`src/rtl/scroll_motion_controller_if.sv`:
```
`default_nettype none
// ============================================================================
// Module   : scroll_motion_controller_if
// Purpose  : Valid/ready configuration channel that carries the velocity
//            limits into scroll_motion_controller.
// Signals  : cfg_valid  - new limits offered (master -> slave)
//            cfg_ready  - limits can be accepted this cycle (slave -> master)
//            cfg_vmax   - signed upper velocity limit (master -> slave)
//            cfg_vmin   - signed lower velocity limit (master -> slave)
//            cfg_err    - one-cycle reject pulse (slave -> master)
// Revision : 1.0 - initial release
// ============================================================================
interface scroll_motion_controller_if #(
  parameter int VEL_W = 8
) ();

  logic             cfg_valid;
  logic             cfg_ready;
  logic [VEL_W-1:0] cfg_vmax;
  logic [VEL_W-1:0] cfg_vmin;
  logic             cfg_err;

  modport master (
    output cfg_valid,
    output cfg_vmax,
    output cfg_vmin,
    input  cfg_ready,
    input  cfg_err
  );

  modport slave (
    input  cfg_valid,
    input  cfg_vmax,
    input  cfg_vmin,
    output cfg_ready,
    output cfg_err
  );

endinterface
`default_nettype wire

```
`src/rtl/scroll_motion_controller.sv`:
```
`default_nettype none
// ============================================================================
// Module   : scroll_motion_controller
// Purpose  : Per-frame motion sequencer for the VGA pattern scroller. Detects
//            the vsync rising edge, steps a signed velocity through a
//            ramp-up / hold / ramp-down / hold profile and accumulates a
//            wrapping horizontal scroll offset.
// Ports    : clk        - pixel clock
//            reset      - synchronous, active-high reset
//            vsync      - vsync from hvsync_generator (rising edge = frame)
//            pause      - level; freezes motion while high
//            step       - single-step request (only with
//                         SCROLL_SINGLE_STEP_EN defined)
//            cfg        - limit configuration channel (slave modport)
//            offset     - scroll offset, modulo 2^OFFSET_W
//            velocity   - current signed velocity
//            state      - 00 RAMP_UP, 01 HOLD_HI, 10 RAMP_DOWN, 11 HOLD_LO
//            frame_tick - one-cycle pulse after each detected frame edge
// Options  : SCROLL_SINGLE_STEP_EN - adds the step port and a one-shot flag
//            that lets a single tick update while paused.
// Revision : 1.0 - initial release
// ============================================================================
module scroll_motion_controller #(
  parameter int OFFSET_W    = 10,
  parameter int VEL_W       = 8,
  parameter int VEL_MAX_RST = 20,
  parameter int VEL_MIN_RST = -10,
  parameter int HOLD_FRAMES = 8
) (
  input  wire logic                clk,
  input  wire logic                reset,
  input  wire logic                vsync,
  input  wire logic                pause,
`ifdef SCROLL_SINGLE_STEP_EN
  input  wire logic                step,
`endif
  scroll_motion_controller_if.slave cfg,
  output logic      [OFFSET_W-1:0] offset,
  output logic      [VEL_W-1:0]    velocity,
  output logic      [1:0]          state,
  output logic                     frame_tick
);

  localparam int                   c_DWELL_W   = 8;
  localparam logic [c_DWELL_W-1:0] c_HOLD      = c_DWELL_W'(HOLD_FRAMES);
  localparam logic [c_DWELL_W-1:0] c_DWELL_ONE = {{(c_DWELL_W-1){1'b0}}, 1'b1};
  localparam logic [VEL_W-1:0]     c_VEL_ONE   = {{(VEL_W-1){1'b0}}, 1'b1};

  typedef enum logic [1:0] {
    ST_RAMP_UP   = 2'b00,
    ST_HOLD_HI   = 2'b01,
    ST_RAMP_DOWN = 2'b10,
    ST_HOLD_LO   = 2'b11
  } state_t;

  // Registered state
  logic                 r_vsync_q;
  logic                 r_frame_tick;
  logic                 r_cfg_err;
  logic [VEL_W-1:0]     r_vmax;
  logic [VEL_W-1:0]     r_vmin;
  logic [OFFSET_W-1:0]  r_offset;
  logic [VEL_W-1:0]     r_velocity;
  state_t               r_state;
  logic [c_DWELL_W-1:0] r_dwell;

  // Combinational next-state
  logic                 w_tick;
  logic                 w_update;
  logic                 w_cfg_fire;
  logic                 w_cfg_ok;
  logic [OFFSET_W-1:0]  w_vel_ext;
  logic [OFFSET_W-1:0]  w_offset_nxt;
  logic [VEL_W-1:0]     w_velocity_nxt;
  state_t               w_state_nxt;
  logic [c_DWELL_W-1:0] w_dwell_nxt;

  // Frame edge: high for the single cycle where vsync has just risen.
  assign w_tick = vsync & ~r_vsync_q;

  // The motion update owns the tick cycle, so config is refused then.
  assign cfg.cfg_ready = ~w_tick;
  assign w_cfg_fire    = cfg.cfg_valid & ~w_tick;
  assign w_cfg_ok      = $signed(cfg.cfg_vmin) < $signed(cfg.cfg_vmax);

`ifdef SCROLL_SINGLE_STEP_EN
  logic r_step_armed;

  // While paused, a step arms one update; the tick that consumes it clears
  // it. Releasing pause drops any stale request.
  always_ff @(posedge clk) begin
    if (reset) begin
      r_step_armed <= 1'b0;
    end else if (!pause) begin
      r_step_armed <= 1'b0;
    end else if (w_tick && r_step_armed) begin
      r_step_armed <= 1'b0;
    end else if (step) begin
      r_step_armed <= 1'b1;
    end
  end

  assign w_update = w_tick & (~pause | r_step_armed);
`else
  assign w_update = w_tick & ~pause;
`endif

  // Sign-extend velocity to the offset width; the add then wraps naturally.
  assign w_vel_ext = OFFSET_W'($signed(r_velocity));

  always_comb begin
    w_offset_nxt   = r_offset;
    w_velocity_nxt = r_velocity;
    w_state_nxt    = r_state;
    w_dwell_nxt    = r_dwell;
    if (w_update) begin
      w_offset_nxt = r_offset + w_vel_ext;
      case (r_state)
        ST_RAMP_UP: begin
          // >= also catches a velocity left above a freshly lowered limit.
          if ($signed(r_velocity) >= $signed(r_vmax)) begin
            w_velocity_nxt = r_vmax;
            w_state_nxt    = ST_HOLD_HI;
            w_dwell_nxt    = c_HOLD;
          end else begin
            w_velocity_nxt = r_velocity + c_VEL_ONE;
          end
        end
        ST_HOLD_HI: begin
          if (r_dwell == '0) begin
            w_state_nxt    = ST_RAMP_DOWN;
            w_velocity_nxt = r_velocity - c_VEL_ONE;
          end else begin
            w_dwell_nxt = r_dwell - c_DWELL_ONE;
          end
        end
        ST_RAMP_DOWN: begin
          if ($signed(r_velocity) <= $signed(r_vmin)) begin
            w_velocity_nxt = r_vmin;
            w_state_nxt    = ST_HOLD_LO;
            w_dwell_nxt    = c_HOLD;
          end else begin
            w_velocity_nxt = r_velocity - c_VEL_ONE;
          end
        end
        default: begin // ST_HOLD_LO
          if (r_dwell == '0) begin
            w_state_nxt    = ST_RAMP_UP;
            w_velocity_nxt = r_velocity + c_VEL_ONE;
          end else begin
            w_dwell_nxt = r_dwell - c_DWELL_ONE;
          end
        end
      endcase
    end
  end

  always_ff @(posedge clk) begin
    if (reset) begin
      // vsync_q resets high so a vsync already high at release is not a tick.
      r_vsync_q    <= 1'b1;
      r_frame_tick <= 1'b0;
      r_cfg_err    <= 1'b0;
      r_vmax       <= VEL_W'(VEL_MAX_RST);
      r_vmin       <= VEL_W'(VEL_MIN_RST);
      r_offset     <= '0;
      r_velocity   <= '0;
      r_state      <= ST_RAMP_UP;
      r_dwell      <= '0;
    end else begin
      r_vsync_q    <= vsync;
      r_frame_tick <= w_tick;
      r_cfg_err    <= w_cfg_fire & ~w_cfg_ok;
      if (w_cfg_fire && w_cfg_ok) begin
        r_vmax <= cfg.cfg_vmax;
        r_vmin <= cfg.cfg_vmin;
      end
      r_offset   <= w_offset_nxt;
      r_velocity <= w_velocity_nxt;
      r_state    <= w_state_nxt;
      r_dwell    <= w_dwell_nxt;
    end
  end

  assign offset      = r_offset;
  assign velocity    = r_velocity;
  assign state       = r_state;
  assign frame_tick  = r_frame_tick;
  assign cfg.cfg_err = r_cfg_err;

endmodule
`default_nettype wire
```
`src/flat_wrapper.sv`:
```
// flat-port wrapper written by rule: the top's interface ports become plain ports
module scroll_motion_controller_flat 
#(
  parameter int OFFSET_W    = 10,
  parameter int VEL_W       = 8,
  parameter int VEL_MAX_RST = 20,
  parameter int VEL_MIN_RST = -10,
  parameter int HOLD_FRAMES = 8
)
  (clk, reset, vsync, pause, offset, velocity, state, frame_tick, cfg_cfg_valid, cfg_cfg_vmax, cfg_cfg_vmin, cfg_cfg_ready, cfg_cfg_err);
  scroll_motion_controller_if #(.VEL_W(VEL_W)) cfg_i ();
  input  wire logic clk;
  input  wire logic reset;
  input  wire logic vsync;
  input  wire logic pause;
  output logic      [OFFSET_W-1:0] offset;
  output logic      [VEL_W-1:0] velocity;
  output logic      [1:0] state;
  output logic frame_tick;
  input wire logic [$bits(cfg_i.cfg_valid)-1:0] cfg_cfg_valid;
  input wire logic [$bits(cfg_i.cfg_vmax)-1:0] cfg_cfg_vmax;
  input wire logic [$bits(cfg_i.cfg_vmin)-1:0] cfg_cfg_vmin;
  output wire logic [$bits(cfg_i.cfg_ready)-1:0] cfg_cfg_ready;
  output wire logic [$bits(cfg_i.cfg_err)-1:0] cfg_cfg_err;
  assign cfg_i.cfg_valid = cfg_cfg_valid;
  assign cfg_i.cfg_vmax = cfg_cfg_vmax;
  assign cfg_i.cfg_vmin = cfg_cfg_vmin;
  assign cfg_cfg_ready = cfg_i.cfg_ready;
  assign cfg_cfg_err = cfg_i.cfg_err;
  scroll_motion_controller #(.OFFSET_W(OFFSET_W), .VEL_W(VEL_W), .VEL_MAX_RST(VEL_MAX_RST), .VEL_MIN_RST(VEL_MIN_RST), .HOLD_FRAMES(HOLD_FRAMES)) u_core (.clk(clk), .reset(reset), .vsync(vsync), .pause(pause), .cfg(cfg_i), .offset(offset), .velocity(velocity), .state(state), .frame_tick(frame_tick));
endmodule
```
`config.mk`:
```
export PLATFORM = sky130hd
export DESIGN_NAME = scroll_motion_controller_flat
export DESIGN_NICKNAME = d
export VERILOG_FILES = /design/src/rtl/scroll_motion_controller_if.sv /design/src/rtl/scroll_motion_controller.sv /design/src/flat_wrapper.sv
export SDC_FILE = /design/constraint.sdc
export NUM_CORES = 1
export LEC_CHECK = 0
export ABC_AREA = 1
export CAP_MARGIN = 20
export CORE_ASPECT_RATIO = 0.8
export CORE_MARGIN = 4
export CORE_UTILIZATION = 31
export DETAILED_ROUTE_END_ITERATION = 8
export SYNTH_ARGS = -nofsm -noshare
export SYNTH_HDL_FRONTEND = slang
export SYNTH_SLANG_ARGS = --single-unit
```
`constraint.sdc`:
```
create_clock -name clk -period 4.4 [get_ports clk]
set_input_delay 0.88 -clock clk [delete_from_list [all_inputs] [get_ports clk]]
set_output_delay 0.88 -clock clk [all_outputs]
set_load 0.05 [all_outputs]
```
# Yosys cells after proc, flatten, opt, wreduce, memory -nomap -nowiden
# Index checks and enable logic that the tools add are counted.
dict set report classes {
  n_addsub 4
  magnitude_cmp 3
  n_eq_ne 6
  muxes 14
  n_bitwise 8
  reduce_logical 7
}
# operator n
set op_table {}
lappend op_table {{$mux W8} 7}
lappend op_table {{$pmux W8 S3} 1}
lappend op_table {{$pmux W8 S2} 1}
lappend op_table {{$sub A8 B1 Y8 const B} 2}
lappend op_table {{$add A10 B10 Y10} 1}
lappend op_table {{$add A8 B1 Y8 const B} 1}
lappend op_table {{$ge A8 B8 Y1} 1}
lappend op_table {{$le A8 B8 Y1} 1}
lappend op_table {{$logic_not A8 Y1} 1}
lappend op_table {{$lt A8 B8 Y1} 1}
lappend op_table {{$mux W2} 4}
lappend op_table {{$ne A2 B1 Y1 const B} 3}
lappend op_table {{$pmux W2 S3} 1}
lappend op_table {{$reduce_and A5 Y1} 1}
lappend op_table {{$and A1 B1 Y1} 4}
lappend op_table {{$not A1 Y1} 4}
lappend op_table {{$reduce_and A4 Y1} 1}
lappend op_table {{$ne A3 B3 Y1 const B} 1}
lappend op_table {{$reduce_and A3 Y1} 1}
lappend op_table {{$reduce_bool A3 Y1} 1}
lappend op_table {{$eq A2 B1 Y1 const B} 1}
lappend op_table {{$eq A2 B2 Y1 const B} 1}
lappend op_table {{$logic_not A2 Y1} 1}
lappend op_table {{$logic_and A1 B1 Y1} 1}
dict set report word_totals {
  reg_bits 47
  inputBits 21
  out_inout_bits 23
  word_cells 51
}

# Logic depth before layout (Yosys ltp)
dict set report depth {
  word_depth 5
  ltp_mapped 17
  depth_no_buf 17
}

# Least setup slack after synthesis
# OpenSTA, ideal clock, no wires.
dict set report synth_path {
  kind {register -> register}
  from {reg u_core.r_velocity[0], in the netlist u_core.velocity[0]}
  to {reg u_core.r_offset[6], in the netlist u_core.offset[6]}
  arrival_ns 2.295
  required_ns 4.286
  slack_ns 1.991
  stages_incl_launch_ff 11
  path_buffers 0
  period_less_slack_ns 2.409
  cell_sequence {dfxtp_1 > ha_1 > inv_1 > fa_1 > o21ai_0 > a21oi_1 > nor2_1 > nor2_1 > xnor2_1 > o21bai_1 > inv_1}
}
dict set report synth_between {
  elab_chain_len 1
}
# element line
set synth_rtl {}
lappend synth_rtl {{from (decl)} scroll_motion_controller.sv:63} ;# logic [VEL_W-1:0] r_velocity;
lappend synth_rtl {{from (signal assigned)} scroll_motion_controller.sv:179} ;# r_velocity <= w_velocity_nxt;
lappend synth_rtl {{$add A10 B10 Y10} scroll_motion_controller.sv:117} ;# w_offset_nxt = r_offset + w_vel_ext;
lappend synth_rtl {{to (signal assigned)} scroll_motion_controller.sv:178} ;# r_offset <= w_offset_nxt;
lappend synth_rtl {{to (decl)} scroll_motion_controller.sv:62} ;# logic [OFFSET_W-1:0] r_offset;
# Every way passes these cells.
# A chain may end at the register's enable or synchronous reset.

# Worst setup path after layout
dict set report layout_path {
  from {in vsync}
  to {out cfg_cfg_ready}
}
dict set report layout_between {
  elab_chain_len 2
}
# element line
set layout_rtl {}
lappend layout_rtl {{from (decl)} flat_wrapper.sv:14} ;# input wire logic vsync;
lappend layout_rtl {{$and A1 B1 Y1} scroll_motion_controller.sv:79} ;# assign w_tick = vsync & ~r_vsync_q;
lappend layout_rtl {{$not A1 Y1} scroll_motion_controller.sv:82} ;# assign cfg.cfg_ready = ~w_tick;
lappend layout_rtl {{to (decl)} flat_wrapper.sv:23} ;# output wire logic [$bits(cfg_i.cfg_ready)-1:0] cfg_cfg_ready;
# Every way passes these cells.

==> results.py <==
metrics = {
    "status": {
        "status": "finished clean",
    },
    "worst_setup_path": {
        "path_cells": "clkdlybuf4s50_1 -> nand2_1 -> clkdlybuf4s50_1",
        "crit_type": "in -> out",
        "critPathTopFamily": "buffers and inverters",
        "cp_slowest_cell": "clkdlybuf4s50_1",
        "max_stage_delay_ns": 0.83,
        "arrival_ns": 2.26,
        "cp-start-kind": "input port",
        "path_buf_inv": 2,
        "crit_fanout": 4,
        "crit_required_ns": 3.52,
        "endpoint_kind": "primary output",
        "critPathMostFrequentCell": "clkdlybuf4s50_1",
    },
    "detailed_routing": {
        "dr.pass1.iters": 5,
        "routedWlPerCell_um": 12.7,
        "remaining_drc_errors": 0,
        "ant_nets": 0,
        "dr_total_vias": 3392,
        "drt_wl_total_um": 9160,
        "drt_iter0_drc": 212,
        "viasPerCell": 4.72,
    },
    "place": {
        "portBuffers": 43,
        "dpl.hpwl_um": 7130,
        "gp_congestion": 0.893,
        "dp.cells": 711,
        "postPlaceCellArea_um2": 4140,
        "dpl_worst_slack_ns": 1.25,
    },
    "yosys": {
        "syn_nets": 596,
        "yosys_warnings": 0,
        "syn_avg_cell_area_um2": 6.68,
        "synth-seq-cells": 47,
        "synth_area_um2": 3570,
        "ys_seq_area_share_pct": 26.4,
        "syn_inst": 534,
        "synthDistinctLibCells": 34,
        "synthArstFlopShare_pct": 0,
        "synth_edf_count": 0,
        "synth_ff_type": "dfxtp_1",
    },
    "finish": {
        "n_fill_cell": 1168,
        "fin_util_pct": 39.1,
        "finalNonFillerCells": 719,
        "n_antenna_cell": 0,
        "syn_to_final_growth_pct": 21.2,
        "num-nets-final": 636,
        "final_cell_area_um2": 4330,
        "final_layout_size_suffix_gt1_share_pct": 3.83,
    },
    "cts": {
        "cts-resized-gates": 0,
        "clk_pin_slew_ns": 0.06,
        "cts-buffers-inserted": 5,
        "h-tree-depth": 2,
        "clock_latency_ns": 0.30,
        "clockBufferDepth": 2,
        "post_cts_buffers": 0,
        "ctsHoldBuffers": 0,
        "cts_tree": "done",
        "root_buffer": "clkbuf_16",
        "cts_sinks": 47,
    },
    "sta": {
        "fmax_ghz": 0.318,
        "fin_ws_ns": 1.26,
        "timing_hold_violations_final": 0,
        "finalCriticalPeriod_ns": 3.14,
        "slew_violations": 0,
        "finalSetupTns_ns": 0,
        "tightest_slew_ns": 0.804,
        "whs_ns": 0.484,
        "period_share_pct": 71.4,
        "finalSetupViolations": 0,
        "fin_skew_ns": 0.00951,
        "grt_setup_unrepaired": "no",
        "relSlewSlack_pct": 46.3,
    },
    "floorplan": {
        "die_x_um": 128,
        "die_area_um2": 13300,
        "initial_utilization_pct": 32.3,
        "dieHeight_um": 104,
        "core_um2": 11100,
        "row_count": 34,
        "io_pins": 44,
    },
    "worst_hold_path": {
        "hold_path_class": "reg -> reg",
    },
    "grt": {
        "grt_pass1_wl_um": 15500,
        "grt_pass1_vias": 3259,
        "grt_util_all_layers_pct": 13.9,
        "grt_max_degree": 28,
        "antenna_found_initial": 0,
        "gr-total-overflow": 0,
    },
    "power_and_ir_drop": {
        "total_power_mw": 1.24,
        "p_leak_nw": 2.20,
        "ir_drop_mv": 0.125,
        "p_per_area_nw_per_um2": 287,
    },
    "job": {
        "drv_cap": 0,
    },
}
-- power by group --
group	leakage [nW]	internal [mW]	switching [mW]
sequential	0.383	0.446	0.0221
combinational	1.72	0.102	0.176
clock	0.0911	0.326	0.170
total	2.20	0.875	0.368
-- synthesized netlist by cell type, types with 2 or more instances --
| library cell | n | area [µm²] |
|---|---|---|
| nor3_1 | 3 | 15.0 |
| buf_4 | 2 | 15.0 |
| ha_1 | 40 | 500 |
| nand3_1 | 24 | 120 |
| inv_1 | 86 | 323 |
| nor2_2 | 3 | 18.8 |
| nand2_1 | 135 | 507 |
| a21o_1 | 3 | 22.5 |
| dfxtp_1 | 47 | 941 |
| xnor2_1 | 4 | 35.0 |
| inv_2 | 2 | 7.51 |
| xor2_1 | 21 | 184 |
| o21ai_0 | 23 | 115 |
| nand4_1 | 11 | 68.8 |
| nor2_1 | 39 | 146 |
| clkbuf_1 | 5 | 18.8 |
| o21bai_1 | 6 | 45.0 |
| buf_2 | 5 | 25.0 |
| o211ai_1 | 9 | 67.6 |
| a21oi_1 | 52 | 260 |
-- sequential cells by signal, summed over array words and instances, names as in the netlist --
| register | cells |
|---|---|
| u_core.r_vmax | 8 |
| u_core.r_dwell | 8 |
| u_core.r_vsync_q | 1 |
| u_core.state | 2 |
| u_core.offset | 10 |
| u_core.frame_tick | 1 |
| u_core.velocity | 8 |
| u_core.cfg.cfg_err | 1 |
| u_core.r_vmin | 8 |
-- final timing paths --
kind	to	depth (start not counted)	slack (ns)	startpoint
worst max-delay path	cfg_cfg_ready	3	1.26	vsync
worst max register to register	u_core.offset[8]	9	1.91	u_core.velocity[0]
worst min-delay path	u_core.r_dwell[0]	2	0.48	u_core.r_dwell[0]
worst min register to register	u_core.r_dwell[0]	2	0.48	u_core.r_dwell[0]
-- routing by layer --
| layer | part of all wire (%) | GRT usage [%] | vias to the layer above |
|---|---|---|---|
| met2 | 45 | 21.7 | 46 |
| li1 | - | - | 1790 |
| met1 | 51 | 19.8 | 1551 |
| met3 | 3.5 | 2.77 | 5 |
| met4 | 0.47 | 2.95 | 0 |
| met5 | 0 | 0 | - |
-- layout by cell type, fill, tap and decap left out, types with 2 or more instances in the layout --
master,n
a21o_1,3
a21oi_1,52
buf_4,2
bufinv_16,2
clkbuf_16,5
clkdlybuf4s50_1,43
dfxtp_1,47
ha_1,40
inv_1,86
inv_2,2
nand2_1,135
nand3_1,24
nand4_1,11
nor2_1,39
nor2_2,3
nor3_1,3
o211ai_1,9
o21ai_0,23
o21bai_1,6
xnor2_1,4
xor2_1,21
-- kinds of logic after synthesis --
family                     share of synthesized area, %
and+or+nand+nor                                    26.6
buffers and inverters                              11.0
AOI/OAI and AO/OA                                  15.4
DFF                                                26.4
adders and majority gates                          14.6
xor gates and xnor gates                           6.13
-- tightest hold or removal path: cells and delay by family (launching register included) --
kind | cells | cell delay (ns)
flip-flops | 1 | 0.32
AND/OR/NAND/NOR | 1 | 0.06
AO/OA/AOI/OAI | 1 | 0.05
-- cell type report --
class	instances	area, µm²	share of cell area (%)
Clock buffer	6	129	2.98
Clock inverter	2	60.1	1.39
Inverter	89	334	7.72
Multi-Input combinational cell	386	2240	51.7
Sequential cell	47	941	21.8
Tap cell	144	180	4.17
Timing Repair Buffer	45	445	10.3
Note: power is estimated with default switching activity, not from simulation.
